==> src/rtl/mem_port_arbiter.sv <==
// Single-port memory arbiter shared by instruction fetch and the MEM-stage
// load/store path. Data accesses win over fetch. Each access runs
// IDLE -> DATA|FETCH -> RESP. Wait states are absorbed through mem_ready_i,
// and an optional timeout aborts an access that the memory never completes.
module mem_port_arbiter #(
   parameter int unsigned TIMEOUT = 16,
   parameter int unsigned CNT_W   = 5
) (
   input  logic        CLK,
   input  logic        nRESET,
   input  logic        if_req_i,
   input  logic [31:0] if_addr_i,
   input  logic        dm_read_i,
   input  logic        dm_write_i,
   input  logic [31:0] dm_addr_i,
   input  logic [31:0] dm_wdata_i,
   input  logic [3:0]  dm_be_i,
   input  logic        mem_ready_i,
   input  logic [31:0] mem_rdata_i,
   output logic        mem_req_o,
   output logic        mem_we_o,
   output logic [31:0] mem_addr_o,
   output logic [31:0] mem_wdata_o,
   output logic [3:0]  mem_be_o,
   output logic        if_valid_o,
   output logic [31:0] if_rdata_o,
   output logic        dm_valid_o,
   output logic [31:0] dm_rdata_o,
   output logic        if_stall_o,
   output logic        dm_stall_o,
   output logic        err_o
);

   typedef enum logic [1:0] {IDLE, DATA, FETCH, RESP} state_t;

   // Last counter value before abort; guarded so TIMEOUT=0 does not underflow.
   localparam int unsigned TO_LAST = (TIMEOUT > 0) ? TIMEOUT - 1 : 0;
   localparam logic [CNT_W-1:0] TO_CNT = CNT_W'(TO_LAST);

   state_t           state, state_nxt;
   logic [CNT_W-1:0] cnt;
   logic             dm_req;
   logic             timed_out;
   logic             done;

   assign dm_req    = dm_read_i | dm_write_i;
   assign timed_out = (TIMEOUT != 0) && !mem_ready_i && (cnt == TO_CNT);
   assign done      = mem_ready_i | timed_out;

   // Stalls depend only on requests and the registered valids, never on mem_ready_i.
   assign if_stall_o = if_req_i & ~if_valid_o;
   assign dm_stall_o = dm_req & ~dm_valid_o;

   // State register.
   always_ff @(posedge CLK or negedge nRESET) begin
      if (!nRESET) state <= IDLE;
      else         state <= state_nxt;
   end

   // Next-state logic. The data request takes priority because the MEM-stage instruction is older.
   always_comb begin
      state_nxt = state;
      case (state)
         IDLE: begin
            if (dm_req)        state_nxt = DATA;
            else if (if_req_i) state_nxt = FETCH;
         end
         DATA, FETCH: if (done) state_nxt = RESP;
         RESP:        state_nxt = IDLE;
         default:     state_nxt = IDLE;
      endcase
   end

   // Memory bus, response registers and wait counter.
   always_ff @(posedge CLK or negedge nRESET) begin
      if (!nRESET) begin
         mem_req_o   <= 1'b0;
         mem_we_o    <= 1'b0;
         mem_addr_o  <= '0;
         mem_wdata_o <= '0;
         mem_be_o    <= '0;
         if_valid_o  <= 1'b0;
         if_rdata_o  <= '0;
         dm_valid_o  <= 1'b0;
         dm_rdata_o  <= '0;
         err_o       <= 1'b0;
         cnt         <= '0;
      end else begin
         if_valid_o <= 1'b0;
         dm_valid_o <= 1'b0;
         err_o      <= 1'b0;
         case (state)
            IDLE: begin
               cnt <= '0;
               if (dm_req) begin
                  // Read and write both asserted is treated as a write.
                  mem_req_o   <= 1'b1;
                  mem_we_o    <= dm_write_i;
                  mem_addr_o  <= dm_addr_i;
                  mem_wdata_o <= dm_wdata_i;
                  mem_be_o    <= dm_write_i ? dm_be_i : 4'hF;
               end else if (if_req_i) begin
                  mem_req_o   <= 1'b1;
                  mem_we_o    <= 1'b0;
                  mem_addr_o  <= if_addr_i;
                  mem_wdata_o <= '0;
                  mem_be_o    <= 4'hF;
               end
            end
            DATA, FETCH: begin
               if (done) begin
                  mem_req_o <= 1'b0;
                  cnt       <= '0;
                  err_o     <= timed_out;
                  if (state == DATA) begin
                     dm_valid_o <= 1'b1;
                     // Stores and aborted accesses return zero.
                     dm_rdata_o <= (mem_ready_i && !mem_we_o) ? mem_rdata_i : 32'h0;
                  end else begin
                     if_valid_o <= 1'b1;
                     if_rdata_o <= mem_ready_i ? mem_rdata_i : 32'h0;
                  end
               end else begin
                  cnt <= cnt + 1'b1;
               end
            end
            default: cnt <= '0;
         endcase
      end
   end

endmodule

==> config.mk <==
export PLATFORM = sky130hd
export DESIGN_NAME = mem_port_arbiter
export DESIGN_NICKNAME = d
export VERILOG_FILES = /design/src/rtl/mem_port_arbiter.sv
export SDC_FILE = /design/constraint.sdc
export NUM_CORES = 1
export LEC_CHECK = 0
export BUFFER_PORTS_ARGS = -buffer_cell sky130_fd_sc_hd__buf_4
export CORE_MARGIN = 1.5
export CORE_UTILIZATION = 47
export DETAILED_ROUTE_END_ITERATION = 12
export HOLD_SLACK_MARGIN = 0.02
export PLACE_DENSITY = 0.79
export SLEW_MARGIN = 10
export SYNTH_ARGS = -nofsm -noshare
export SYNTH_HDL_FRONTEND = slang
export SYNTH_SLANG_ARGS = --single-unit
==> constraint.sdc <==
create_clock -name CLK -period 1.9 [get_ports CLK]
set_input_delay 0.095 -clock CLK [delete_from_list [all_inputs] [get_ports CLK]]
set_output_delay 0.095 -clock CLK [all_outputs]
set_load 0.05 [all_outputs]
Yosys cells after proc, flatten, opt, wreduce, memory -nomap -nowiden
Index checks and enable logic that the tools add are counted.
- memories: 0
- latch bits: 0
- register bits after elaboration: 144
- ROM bits: 0
- memory bits (writable): 0
- bitwise gates (word level): 7
- equality and inequality tests: 6
- magnitude comparators: 0
- add/subtract/negate cells: 1
- div/mod/pow operators: 0
- $mul: 0
- shift operators: 0
- reductions and logical operators: 13
- mux-type cells: 29
- operator list (operator ; count):
    32-bit 2-to-1 mux ; 6
    1-bit 2-to-1 mux ; 13
    4-bit 2-to-1 mux ; 3
    5-bit 2-to-1 mux ; 2
    3-bit AND reduction ; 3
    2-bit 2-to-1 mux ; 3
    2-bit one-hot mux with 3 select lines ; 1
    5-bit by 1-bit adder with 5-bit output (second input constant) ; 1
    5-bit by 4-bit == test with 1-bit output (second input constant) ; 1
    2-bit == test (second input constant) ; 2
    2-bit AND reduction ; 2
    2-bit nonzero test ; 2
    3-bit inequality test (second input constant) ; 1
    1-bit NOT ; 3
    1-bit bitwise AND ; 2
    2-bit by 1-bit == test with 1-bit output (second input constant) ; 1
    1-bit logical AND ; 2
    1-bit logical NOT ; 2
    2-bit logical NOT ; 1
    2-bit inequality test (second input constant) ; 1
    1-bit bitwise OR ; 2
    1-bit one-hot mux with 2 select lines ; 1
    2-bit OR reduction ; 1

Longest topological paths before layout
Gate-level depths: netlist of the first run.
- word-level depth: 5
- gate-level depth with buffers: 8

Least setup slack after synthesis of the first run
OpenSTA, ideal clock, no wires.
- path kind: register to register
- from: reg cnt[0]
- to: reg dm_rdata_o[14]
- arrival: 1648 ps
- data required time: 1767 ps
- stages on the path, launching flop included: 8
- period minus slack after synthesis: 1781 ps
- path slack: 119 ps
- path buffers: 2
- cell sequence: dfrtp_1 -> ha_1 -> and3_1 -> ha_1 -> o21ai_0 -> buf_2 -> clkbuf_1 -> o21ai_0
- word-level cells in the longest chain between the ends: 4
- RTL lines (item ; RTL line ; text):
    start: declaration ; 41 ; logic [CNT_W-1:0] cnt;
    start signal: assignment ; 124 ; cnt <= cnt + 1'b1;
    5-bit by 4-bit == test with 1-bit output ; 47 ; assign timed_out = (TIMEOUT != 0) && !mem_ready_i && (cnt == TO_CNT);
    1-bit logical AND ; 47 ;
    1-bit bitwise OR ; 48 ; assign done = mem_ready_i | timed_out;
    3-bit AND reduction (no source line) ; - ;
    end signal: assignment ; 118 ; dm_rdata_o <= (mem_ready_i && !mem_we_o) ? mem_rdata_i : 32'h0;
    end: declaration ; 28 ; output logic [31:0] dm_rdata_o,
No other way between the ends.
A chain may end at the register's enable or synchronous reset.

Worst setup path in the final report of the first run
- from: in dm_write_i
- to: reg mem_addr_o[25]
- word-level cells in the longest chain between the ends: 3
- elaborated cells on any way between the ends: 4
- RTL lines (item ; RTL line ; text):
    start: declaration ; 14 ; input logic dm_write_i,
    1-bit bitwise OR (*) ; 46 ; assign dm_req = dm_read_i | dm_write_i;
    2-bit nonzero test (no source line) ; - ;
    2-bit AND reduction (no source line) ; - ;
    end signal: assignment ; 99 ; mem_addr_o <= dm_addr_i;
    end signal: assignment ; 105 ; mem_addr_o <= if_addr_i;
    end: declaration ; 22 ; output logic [31:0] mem_addr_o,
Mark *: on every way between the ends. The rest lies on a longest branch, timed or not.

==> results of run 1 <==
-- state kept, by name, summed over array words and instances, names as in the netlist --
name,flops
err_o,1
mem_wdata_o,32
cnt,5
mem_be_o,4
if_rdata_o,32
mem_req_o,1
if_valid_o,1
mem_we_o,1
mem_addr_o,32
dm_rdata_o,32
state,2
dm_valid_o,1
-- how the worst max path moves through the flow --
stage	slack, ns	cells after the start	endpoint
6_report	-0.13	8	mem_addr_o[25]
3_3_place_gp	0.10	6	state[0]
2_1_floorplan	0.12	7	dm_rdata_o[14]
4_1_cts	0.03	7	dm_rdata_o[11]
5_1_grt	-0.14	8	if_rdata_o[13]
3_5_place_dp	-0.02	7	if_rdata_o[9]
-- metrics by stage --
step / total power [uW] / TNS (ns) / instances / instance area (sq um) / util (%)
after floorplan: 12000 / 0 / 558 / 6000 / -
after global placement: 15000 / 0 / 982 / 8300 / 66.3
after detailed placement: 15300 / -0.0545 / 982 / 8300 / 66.3
after CTS: 18900 / 0 / 1144 / 10200 / 81.5
after global routing: 20500 / -0.434 / 1162 / 10500 / 84.3
final: 19700 / -0.220 / 1164 / 10600 / 84.3
-- logic make-up after synthesis --
group	count (synthesis)	share of synthesized area, %
xor gates and xnor gates	2	0.292
buffers and inverters	79	5.94
and+or+nand+nor	155	10.1
adders and majority gates	5	1.04
DFF	144	60.1
AOI/OAI and AO/OA	106	11.3
muxes	67	11.2
-- cell usage in the layout, fill, tap and decap left out, types with 2 or more instances in the layout --
cell type      netlist  layout
buf_4                9     290
dfrtp_1            144     144
nand2_1            133     133
dlygate4sd3_1        0     129
mux2i_1             66      63
o21ai_0             57      56
inv_1               41      41
a22o_1              32      32
clkbuf_16            0      25
nor2_1              13      12
buf_12               0       9
o21ai_1              8       8
clkbuf_8             0       5
a31oi_1              4       4
clkinv_2             0       4
mux2i_2              0       3
ha_1                 5       3
diode_2              0       2
nor2_4               1       2
nor2b_2              0       2
clkinv_4             0       2
bufinv_16            0       2
buf_6                0       2
-- per-layer routing --
metal / share of wire, % / vias up / track usage [%] / routed length (microns)
met5: 0.051 / - / 0 / 12
met4: 4.8 / 2 / 18.2 / 1130
met3: 6.6 / 102 / 8.05 / 1560
met2: 52 / 337 / 54.9 / 12400
met1: 36 / 3013 / 35.4 / 8560
li1: - / 2688 / - / -
-- area by class of cell --
| cell class | count | area, sq um |
|---|---|---|
| clock buffer | 23 | 498 |
| antenna | 2 | 5.00 |
| fill | 626 | 1970 |
| inverter | 41 | 154 |
| clock inverter | 9 | 105 |
| sequential | 144 | 3600 |
| timing repair buffer | 438 | 3870 |
| multi-input combinational | 335 | 2100 |
| tap | 172 | 215 |
-- power by group through the flow --
stage / clock, uW / sequential (uW) / combinational, uW
floorplan: 0 / 9580 / 2390
global placement: 0 / 5160 / 9850
detailed placement: 0 / 5210 / 10100
CTS: 3390 / 5200 / 10300
global route: 3580 / 5440 / 11400
finish: 3420 / 5320 / 11000
-- worst max-delay path, cell delays in order --
cell and delay (ns):
dlygate4sd3_1 0.54, buf_4 0.18, nor2_4 0.13, buf_12 0.14, buf_12 0.14, mux2i_1 0.37, dlygate4sd3_1 0.61, o21ai_1 0.09
-- timing repair --
action | CTS | global route
gates resized for setup | 1 | 8
setup buffers | 1 | 9
endpoints found under the hold margin | 190 | 1
endpoints found under the setup margin | 11 | 78
gates cloned | 0 | 9
hold buffers | 129 | 1
pin swaps | 1 | 3
==> flow_summary.json, run 1 <==
{
  "viasPerCell": 5.28,
  "critical_path.reg2reg.endpoint": "if_rdata_o[13]",
  "ranking_of_synthesized_cells_by_instance_count": "dfrtp_1, nand2_1, mux2i_1",
  "dp_hpwl_microns": 11800,
  "num_vias": 6142,
  "setup.worst_path.start": "dm_write_i",
  "timing_worst_setup_path_type": "in2reg",
  "clock.fmax_mhz": 492,
  "clkSlewWorstSetupHoldPaths_ns": 0.06,
  "yosysWarningCount": 0,
  "power_density_nw_per_um2": 1870,
  "cts_htree_levels": 4,
  "initialDrtViolationCount": 430,
  "cts_inserted_buffers": 17,
  "design.die.area_sq_um": 13500,
  "floorplan.rows": 41,
  "synth_area_leader_cell": "dfrtp_1",
  "synth_enable_flop_cells": 0,
  "synthesis.area_per_instance_sq_um": 10.8,
  "synth.net_count": 701,
  "netlist_top_cells_area": "dfrtp_1, mux2i_1, nand2_1",
  "io_pins": 277,
  "register_to_register_setup_slack_ns": -0.04,
  "post-route-period-util_pct": 107,
  "dp_worst_setup_slack_ns": -0.0175,
  "globalRoute.totalOverflow": 0,
  "final_hold_violation_count": 0,
  "holdPathStages": 3,
  "first_global_vias": 6215,
  "drt-pass1-iter-count": 4,
  "final-setup-viol-count": 3,
  "share_seq_of_total_power_pct": 27.0,
  "path_max_fanout": 9,
  "fin_worst_hold_slack_ns": 0.0168,
  "comb_power_share_pct": 55.7,
  "drtAntennaViolNets": 0,
  "final_layout_size_suffix_gt1_share_pct": 35.8,
  "fp.dieH_microns": 116,
  "postSynth.asyncResetShare_pct": 100,
  "reg2reg_depth": 8,
  "worst-endpoint-arrival_ns": 2.31,
  "irDropWorstVdd_uv": 1120,
  "cts_tree": "yes",
  "fin_worst_skew_ns": 0.00696,
  "postSynthCellCount": 558,
  "result_of_the_run": "finished with violations",
  "worst_pin_slew_ns": 0.594,
  "worst_skew_pair.late_latency_ns": 0.42,
  "power_frac_clock_pct": 17.3,
  "post_drt_wl_per_cell_microns": 20.4,
  "layout_setup_ws_ns": -0.133,
  "clock-sinks": 144,
  "gp_congestion": 0.771,
  "finalNetCount": 1120,
  "synth_flop_cell": "dfrtp_1",
  "maxSlewViolCount": 0,
  "area.growth.synth_to_final_pct": 75.9,
  "finalWorstPathRequiredPeriod_ns": 2.03,
  "gr-usage-all-layers_pct": 31.7,
  "route.detailed.drc": 0,
  "yosysMostFrequentCell": "dfrtp_1",
  "worst_r2r_startpoint": "cnt[0]",
  "worst_hold_path_type": "in2reg",
  "clock-root-buffer": "clkbuf_16",
  "seq_area_frac_synth_pct": 60.1,
  "hold_end": "mem_addr_o[15]",
  "failed_checks": "negative setup slack",
  "grt_max_degree": 98,
  "cts.path.max_buffers": 2,
  "core-area_sq_um": 12500,
  "maxCapViolations": 0,
  "hold_path.startpoint": "dm_addr_i[15]",
  "die_w_microns": 116,
  "critical_path.startpoint_type": "primary input",
  "intPower_uw": 10100,
  "synthDominantCellAreaShare_pct": 60.1,
  "initial_utilization_pct": 47.9,
  "grt_pass1_wl_microns": 32000,
  "grt_antenna_before_repair": 1,
  "max_slew_margin_pct": 60.4,
  "synth_seq_cells": 144,
  "power.static_leakage_uw": 0.00525,
  "p_sw_uw": 9650,
  "endpoint_type_of_the_worst_setup_path": "flop",
  "ys_types": 29,
  "wirelength_microns": 23700,
  "switching_power_share_of_the_total_pct": 48.9,
  "post_synth_instance_area_sq_um": 6000,
  "number_of_i_o_port_buffers": 276,
  "critPathRequiredTime_ns": 2.17
}
No activity file was read; power rests on OpenSTA's default activity.
==> run 2, diff against run 1 <==
CORE_ASPECT_RATIO = 1.5   (was not set)
==> flow_summary.json, run 2 (synthesis results as in run 1) <==
{
  "result_of_the_run": "finished, final reports clean",
  "initialDrtViolationCount": 267,
  "power.static_leakage_uw": 0.00514,
  "clock-root-buffer": "clkbuf_16",
  "grt_max_degree": 75,
  "gp_congestion": 0.797,
  "power_density_nw_per_um2": 1930,
  "maxSlewViolCount": 0,
  "grt_antenna_before_repair": 1,
  "irDropWorstVdd_uv": 1180,
  "fp.dieH_microns": 141,
  "critical_path.startpoint_type": "flop",
  "design.die.area_sq_um": 13500,
  "cp_common_cell": "buf_4",
  "finalSetupTns_ns": 0,
  "worst_pin_slew_ns": 0.480,
  "worst_hold_path_type": "in2reg",
  "worst-endpoint-arrival_ns": 2.19,
  "path_max_fanout": 9,
  "drt-pass1-iter-count": 7,
  "maxCapViolations": 0,
  "num_vias": 5978,
  "cts_inserted_buffers": 17,
  "cts_htree_levels": 4,
  "post-route-period-util_pct": 99.3,
  "viasPerCell": 5.31,
  "cp_slowest_cell": "dfrtp_1",
  "route.detailed.drc": 0,
  "endpoint_type_of_the_worst_setup_path": "flop",
  "clock.fmax_mhz": 530,
  "most-common-layout-cells": "buf_4, dfrtp_1, nand2_1",
  "io_pins": 277,
  "fin_worst_skew_ns": 0.0137,
  "core-area_sq_um": 12400,
  "final-setup-viol-count": 0,
  "gr-usage-all-layers_pct": 32.6,
  "wirelength_microns": 22700,
  "timing_worst_setup_path_type": "reg2reg",
  "drtAntennaViolNets": 0,
  "area.growth.synth_to_final_pct": 72.6,
  "cts.path.max_buffers": 2,
  "clock-sinks": 144,
  "first_global_vias": 6377,
  "critical-path-max-stage-delay_ns": 0.39,
  "initial_utilization_pct": 48.2,
  "finalNetCount": 1100,
  "final_layout_size_suffix_gt1_share_pct": 35.4,
  "worst_skew_pair.late_latency_ns": 0.42,
  "floorplan.rows": 50,
  "dp_worst_setup_slack_ns": -0.0902,
  "crit_chain": "ha_2 > and3_4 > ha_4 > buf_4 > o21ai_4 > buf_4 > buf_12 > nand2_1 > o21ai_0",
  "finalWorstPathRequiredPeriod_ns": 1.89,
  "most_common_cell_after_layout_fill_and_taps_aside": "buf_4",
  "die_w_microns": 95.3,
  "globalRoute.totalOverflow": 0,
  "report.power.total_uw": 20000,
  "max_slew_margin_pct": 68.0,
  "cts_tree": "yes",
  "dp_hpwl_microns": 12300,
  "grt_pass1_wl_microns": 32900,
  "layout_setup_ws_ns": 0.0130,
  "post_drt_wl_per_cell_microns": 20.1,
  "critPathRequiredTime_ns": 2.20,
  "number_of_i_o_port_buffers": 276,
  "clkSlewWorstSetupHoldPaths_ns": 0.06,
  "final_hold_violation_count": 0
}
-- run 2: area by class of cell --
class,instances,area [sq um]
flip-flops and latches,144,3600
repair buffers,418,3630
clock inverters,14,229
inverters,41,154
multi-input cells,335,2120
diodes,1,2.50
well taps,156,195
clock buffers,17,425
fillers,627,2090
-- run 2: per-layer routing --
| layer | up-vias | GRT usage [%] | part of all wire [%] |
|---|---|---|---|
| met5 | - | 0 | 0 |
| met4 | 0 | 19.1 | 5.8 |
| met3 | 92 | 8.20 | 8.0 |
| met2 | 320 | 57.0 | 52 |
| met1 | 2915 | 34.5 | 34 |
| li1 | 2651 | - | - |
-- run 2: final timing paths --
check,startpoint,endpoint,slack [ns],depth (start not counted)
worst max-delay path,cnt[1],dm_rdata_o[5],0.01,9
worst min-delay path,dm_addr_i[0],mem_addr_o[0],0.03,3
worst max register to register,cnt[1],dm_rdata_o[5],0.01,9
worst min register to register,dm_rdata_o[31],dm_rdata_o[31],0.48,2
max in group asynchronous,nRESET,mem_addr_o[26],1.05,3
min in group asynchronous,nRESET,dm_rdata_o[20],0.19,2
-- run 2: stage by stage --
stage / hold WS [ns] / area [sq um] / instances / util (%)
5_1_grt: 0.0385 / 10400 / 1126 / 83.2
3_5_place_dp: 0.0757 / 8260 / 963 / 66.3
6_report: 0.0318 / 10400 / 1126 / 83.2
4_1_cts: 0.0205 / 10200 / 1119 / 82.3
3_3_place_gp: 0.0646 / 8260 / 963 / 66.3
2_1_floorplan: -0.201 / 6000 / 558 / -
-- run 2: where the power goes --
part	total, uW	switching [uW]	leakage [uW]	internal [uW]
clock	3720	1370	0.000312	2350
combinational	11000	7450	0.00299	3540
sequential	5300	883	0.00184	4410
-- run 2: worst max-delay path, delay by kind of cell, from the launching register on --
family,cells,cell delay (ns)
AOI/OAI and AO/OA,2,0.33
and+or+nand+nor,2,0.26
adders and majority gates,2,0.35
buffers and inverters,3,0.44
DFF,1,0.39
-- run 2: repair_timing --
action,CTS,global route
buffers inserted,4,3
pin swaps,1,3
hold buffers,119,1
gates resized for setup,10,9
gates cloned,2,3
endpoints found under the hold margin,175,1
setup endpoints to repair,31,41
